File: src/rtl/q_action_select.sv
// q_action_select: reads the 4 Q-values of a state, returns argmax and max.
// Optional epsilon-greedy exploration is enabled with macro Q_EPS_GREEDY_EN.
`default_nettype none

module q_action_select #(
   parameter int STATE_W = 6
) (
   input  logic                   clk,
   input  logic                   rst,
   input  logic                   req_valid,
   output logic                   req_ready,
   input  logic [STATE_W-1:0]     req_state,
   output logic                   mem_rd_en,
   output logic [STATE_W+1:0]     mem_addr,
   input  logic signed [15:0]     mem_rd_data,
   output logic                   rsp_valid,
   input  logic                   rsp_ready,
   output logic [1:0]             rsp_action,
   output logic signed [15:0]     rsp_q_max,
`ifdef Q_EPS_GREEDY_EN
   output logic                   rsp_explore,
   input  logic [15:0]            epsilon
`else
   output logic                   rsp_explore
`endif
);

   typedef enum logic [1:0] {
      S_IDLE  = 2'd0,
      S_FETCH = 2'd1,
      S_LAST  = 2'd2,
      S_RESP  = 2'd3
   } state_t;

   state_t               state_q, state_d;
   logic [1:0]           cnt_q, cnt_d;
   logic [STATE_W+1:0]   addr_q, addr_d;
   logic                 rd_pend_q, rd_pend_d;
   logic [1:0]           rd_idx_q, rd_idx_d;
   logic signed [15:0]   max_q, max_d;
   logic [1:0]           arg_q, arg_d;
   logic [1:0]           rsp_action_q, rsp_action_d;
   logic signed [15:0]   rsp_q_max_q, rsp_q_max_d;
   logic                 rsp_explore_q, rsp_explore_d;

   logic signed [15:0]   upd_max;
   logic [1:0]           upd_arg;
   logic                 explore;
   logic [1:0]           explore_action;

`ifdef Q_EPS_GREEDY_EN
   logic [15:0]          lfsr_q, lfsr_d;

   always_comb begin
      lfsr_d = {1'b0, lfsr_q[15:1]} ^ (lfsr_q[0] ? 16'hB400 : 16'h0000);
   end

   assign explore        = ({4'b0000, lfsr_q[11:0]} < epsilon);
   assign explore_action = lfsr_q[13:12];
`else
   assign explore        = 1'b0;
   assign explore_action = 2'd0;
`endif

   // Running argmax: action 0 seeds it, later actions win only when strictly greater.
   always_comb begin
      upd_max = max_q;
      upd_arg = arg_q;
      if (rd_pend_q) begin
         if ((rd_idx_q == 2'd0) || (mem_rd_data > max_q)) begin
            upd_max = mem_rd_data;
            upd_arg = rd_idx_q;
         end
      end
   end

   always_comb begin
      state_d       = state_q;
      cnt_d         = cnt_q;
      addr_d        = addr_q;
      rd_pend_d     = (state_q == S_FETCH);
      rd_idx_d      = cnt_q;
      max_d         = upd_max;
      arg_d         = upd_arg;
      rsp_action_d  = rsp_action_q;
      rsp_q_max_d   = rsp_q_max_q;
      rsp_explore_d = rsp_explore_q;

      case (state_q)
         S_IDLE: begin
            if (req_valid) begin
               addr_d  = {req_state, 2'b00};
               cnt_d   = 2'd0;
               state_d = S_FETCH;
            end
         end
         S_FETCH: begin
            if (cnt_q == 2'd3) begin
               state_d = S_LAST;
            end else begin
               cnt_d  = cnt_q + 2'd1;
               addr_d = {addr_q[STATE_W+1:2], cnt_q + 2'd1};
            end
         end
         S_LAST: begin
            state_d     = S_RESP;
            rsp_q_max_d = upd_max;
            if (explore) begin
               rsp_action_d  = explore_action;
               rsp_explore_d = 1'b1;
            end else begin
               rsp_action_d  = upd_arg;
               rsp_explore_d = 1'b0;
            end
         end
         S_RESP: begin
            if (rsp_ready) begin
               state_d = S_IDLE;
            end
         end
         default: begin
            state_d = S_IDLE;
         end
      endcase
   end

   always_ff @(posedge clk or posedge rst) begin
      if (rst) begin
         state_q       <= S_IDLE;
         cnt_q         <= 2'd0;
         addr_q        <= '0;
         rd_pend_q     <= 1'b0;
         rd_idx_q      <= 2'd0;
         max_q         <= 16'sd0;
         arg_q         <= 2'd0;
         rsp_action_q  <= 2'd0;
         rsp_q_max_q   <= 16'sd0;
         rsp_explore_q <= 1'b0;
      end else begin
         state_q       <= state_d;
         cnt_q         <= cnt_d;
         addr_q        <= addr_d;
         rd_pend_q     <= rd_pend_d;
         rd_idx_q      <= rd_idx_d;
         max_q         <= max_d;
         arg_q         <= arg_d;
         rsp_action_q  <= rsp_action_d;
         rsp_q_max_q   <= rsp_q_max_d;
         rsp_explore_q <= rsp_explore_d;
      end
   end

`ifdef Q_EPS_GREEDY_EN
   always_ff @(posedge clk or posedge rst) begin
      if (rst) begin
         lfsr_q <= 16'hACE1;
      end else begin
         lfsr_q <= lfsr_d;
      end
   end
`endif

   assign req_ready   = (state_q == S_IDLE);
   assign mem_rd_en   = (state_q == S_FETCH);
   assign mem_addr    = addr_q;
   assign rsp_valid   = (state_q == S_RESP);
   assign rsp_action  = rsp_action_q;
   assign rsp_q_max   = rsp_q_max_q;
`ifdef Q_EPS_GREEDY_EN
   assign rsp_explore = rsp_explore_q;
`else
   assign rsp_explore = 1'b0;
`endif

endmodule

`default_nettype wire

File: config.mk
export PLATFORM = sky130hd
export DESIGN_NAME = q_action_select
export DESIGN_NICKNAME = d
export VERILOG_FILES = /design/src/rtl/q_action_select.sv
export SDC_FILE = /design/constraint.sdc
export NUM_CORES = 1
export LEC_CHECK = 0
export ABC_AREA = 1
export BUFFER_PORTS_ARGS = -buffer_cell sky130_fd_sc_hd__buf_2
export CAP_MARGIN = 5
export CORE_MARGIN = 2
export CORE_UTILIZATION = 30
export DETAILED_ROUTE_END_ITERATION = 12
export PLACE_DENSITY = 0.58
export SYNTH_ARGS = -nofsm -noshare
export SYNTH_HDL_FRONTEND = slang
export SYNTH_SLANG_ARGS = --single-unit
File: constraint.sdc
create_clock -name clk -period 4.2 [get_ports clk]
set_input_delay 0.84 -clock clk [delete_from_list [all_inputs] [get_ports clk]]
set_output_delay 0.84 -clock clk [all_outputs]
set_load 0.005 [all_outputs]
==> results.sh <==
export IMPL_outcome="finished, final reports clean"
export IMPL_hpwl_mm=4.11
export IMPL_postSynthRegisterBits=49
export IMPL_wl_per_cell_um=11.6
export IMPL_cts_sinks=49
export IMPL_clkTransAtPathRegs_ns=0.10
export IMPL_std_cell_rows=34
export IMPL_crit_path_start_kind="input port"
export IMPL_fin_ws_ns=1.82
export IMPL_syn_nets=362
export IMPL_fp_dieH_um=98.9
export IMPL_path_delay_family="simple AND/OR/NAND/NOR gates"
export IMPL_core_area_sq_mm=0.00872
export IMPL_gp_congestion=0.738
export IMPL_cts_root_buf="clkbuf_8"
export IMPL_start_util_pct=31.0
export IMPL_cp_max_fo=19
export IMPL_cp_common_cell="nand2_1"
export IMPL_max_freq_ghz=0.420
export IMPL_end_kind="flip-flop"
export IMPL_hp_class="flip-flop to flip-flop"
export IMPL_clk_path_buf_depth=2
export IMPL_cts_made_buffers=5
export IMPL_fill_cells=892
export IMPL_drt_vias_per_instance=4.37
export IMPL_route_vias_total=2091
export IMPL_ys_warn_count=0
export IMPL_final_common_cell="nand2_1"
export IMPL_drtAntennaViolNets=0
export IMPL_antenna_cells=0
export IMPL_drc=0
export IMPL_max_stage_delay_ns=0.31
export IMPL_portBuffers=54
export IMPL_netlist_area_sq_mm=0.00270
export IMPL_io_pins=56
export IMPL_crit_required_ns=4.41
export IMPL_cts_setup_buffers=0
export IMPL_ir_worst_vdd_mv=0.299
export IMPL_synth_enable_flop_cells=0
export IMPL_clock_skew_ns=0.0107
export IMPL_seq_area_frac_synth_pct=45.3
export IMPL_cp_data_arrival_time_ns=2.59
export IMPL_synthFlopType="dfrtp_1"
export IMPL_dieWidth_um=98.9
export IMPL_yosysUniqueCellTypes=27
export IMPL_drive_gt1_share_pct=22.2
export IMPL_tns_ns=0
export IMPL_power_leakage_nw=1.76
export IMPL_period_needed_ns=2.38
export IMPL_grt_total_usage_pct=12.5
export IMPL_htreeDepth=2
export IMPL_setup_viol=0
export IMPL_power_density_mw_per_mm2=736
export IMPL_antenna_found_initial=0
export IMPL_drt_iter0_drc=70
export IMPL_grt_pass1_wl_mm=9.90
export IMPL_pre_cts_ws_ns=1.46
export IMPL_worst_pin_slew_ns=1.02
export IMPL_cts_tree="yes"
export IMPL_critPathBufInv=2
export IMPL_fin_crit_sh_pct=56.7
export IMPL_die_area_sq_mm=0.00979
export IMPL_timing_max_cap_violations=0
export IMPL_synthToLayoutAreaGrowth_pct=16.0
export IMPL_dr_pass1_iters=4
export IMPL_wl_mm=5.56
export IMPL_async_flop_share_pct=100
export IMPL_critPathKind="input port to flip-flop"
export IMPL_worstSkewPairLatency_ns=0.31
export IMPL_ctsHoldBuffers=0
export IMPL_slew_headroom_pct=32.0
export IMPL_grt_setup_unrepaired="no"
export IMPL_grt_ovfl_total=0
export IMPL_cts_resized=0
export IMPL_netlist_instances=315
export IMPL_grt_pass1_vias=2194
export IMPL_grt_max_degree=50
export IMPL_slowest_stage="ha_1"
export IMPL_nets=416
export IMPL_drv_slew=0
export IMPL_hold_viol_final=0
export IMPL_mostFrequentLayoutCells="nand2_1 (84), buf_2 (54), inv_1 (53)"
export IMPL_power_mw=2.31
export IMPL_crit_chain="buf_2 -> ha_1 -> nand2_2 -> inv_1 -> a21oi_1 -> nand3_1 -> nand2_1 -> nand2_1 -> nand2_1 -> nand2_1 -> nand2_2 -> nand2_8 -> nand2_8 -> nand2_1 -> and2_1"
export IMPL_avgSynthCellArea_sq_um=8.58
-- through the flow --
stage | cell area [sq um] | utilization [%] | hold slack [ns] | std cells
after floorplan | 2700 | - | 0.418 | 315
after global placement | 3040 | 34.9 | 0.427 | 470
after detailed placement | 3040 | 34.9 | 0.427 | 470
after CTS | 3140 | 36.0 | 0.453 | 478
after global routing | 3140 | 36.0 | 0.478 | 478
final | 3140 | 36.0 | 0.458 | 478
-- report_power, final --
part / total, mW / internal [mW] / switching, mW
Sequential: 0.836 / 0.705 / 0.131
Clock: 0.295 / 0.121 / 0.174
Combinational: 1.18 / 0.474 / 0.704
Total: 2.31 / 1.30 / 1.01
-- cells in the mapped netlist (2+ instances only) --
master   instances  area share [%]
buf_4            3            0.83
and2_1          18             4.2
nand2_4         10             4.2
o21ai_0          5            0.93
nand2_8          2             1.5
nor3_1           2            0.37
dfrtp_1         49              45
nand4_1          2            0.46
inv_1           54             7.5
buf_6            2            0.83
nor2_1           5            0.69
nand3_1         40             7.4
ha_1            21             9.7
a21oi_1          4            0.74
nand2_1         84              12
nand2_2          3            0.69
-- layer usage --
layer / vias to the layer above / global-route usage (%) / wire length, um
met5: - / 0 / 0
met4: 0 / 3.48 / 74
met3: 8 / 3.05 / 309
met2: 50 / 20.7 / 2530
met1: 958 / 16.3 / 2650
li1: 1075 / - / -
-- sequential cells by signal, summed over array words and instances (netlist names), 2 cells and up --
signal and count:
rd_idx_q 2, rsp_action 2, rsp_q_max 16, arg_q 2, state_q 2, max_q 16, cnt_q 2, mem_addr 6
-- final timing paths --
| kind | startpoint | end | slack [ns] | cells past startpoint |
|---|---|---|---|---|
| worst max-delay path | mem_rd_data[7] | max_q[0]$_DFF_PP0_ | 1.82 | 15 |
| worst min-delay path | cnt_q[1]$_DFFE_PP0P_ | rd_idx_q[1]$_DFF_PP0_ | 0.46 | 0 |
| worst max register to register | max_q[7]$_DFF_PP0_ | max_q[0]$_DFF_PP0_ | 2.02 | 15 |
| worst min register to register | cnt_q[1]$_DFFE_PP0P_ | rd_idx_q[1]$_DFF_PP0_ | 0.46 | 0 |
| max in group asynchronous | rst | max_q[7]$_DFF_PP0_ | 2.81 | 2 |
| min in group asynchronous | rst | rsp_q_max[1]$_DFFE_PP0P_ | 0.76 | 2 |
-- cell type report --
type	count	area (sq um)	area share, %
Timing Repair Buffer	55	278	8.86
Clock buffer	5	68.8	2.19
Multi-Input combinational cell	203	1200	38.2
Clock inverter	3	25.0	0.798
Sequential cell	49	1230	39.1
Tap cell	108	135	4.31
Inverter	55	206	6.58
-- logic make-up after synthesis --
kind of cell / count (synthesis) / share of synthesized area [%]
DFF: 49 / 45.3
AOI/OAI and AO/OA: 13 / 2.73
other: 1 / 0.139
buffers and inverters: 63 / 10.4
and+or+nand+nor: 168 / 31.7
adders and majority gates: 21 / 9.72
Note: power is estimated with default switching activity, not from simulation.
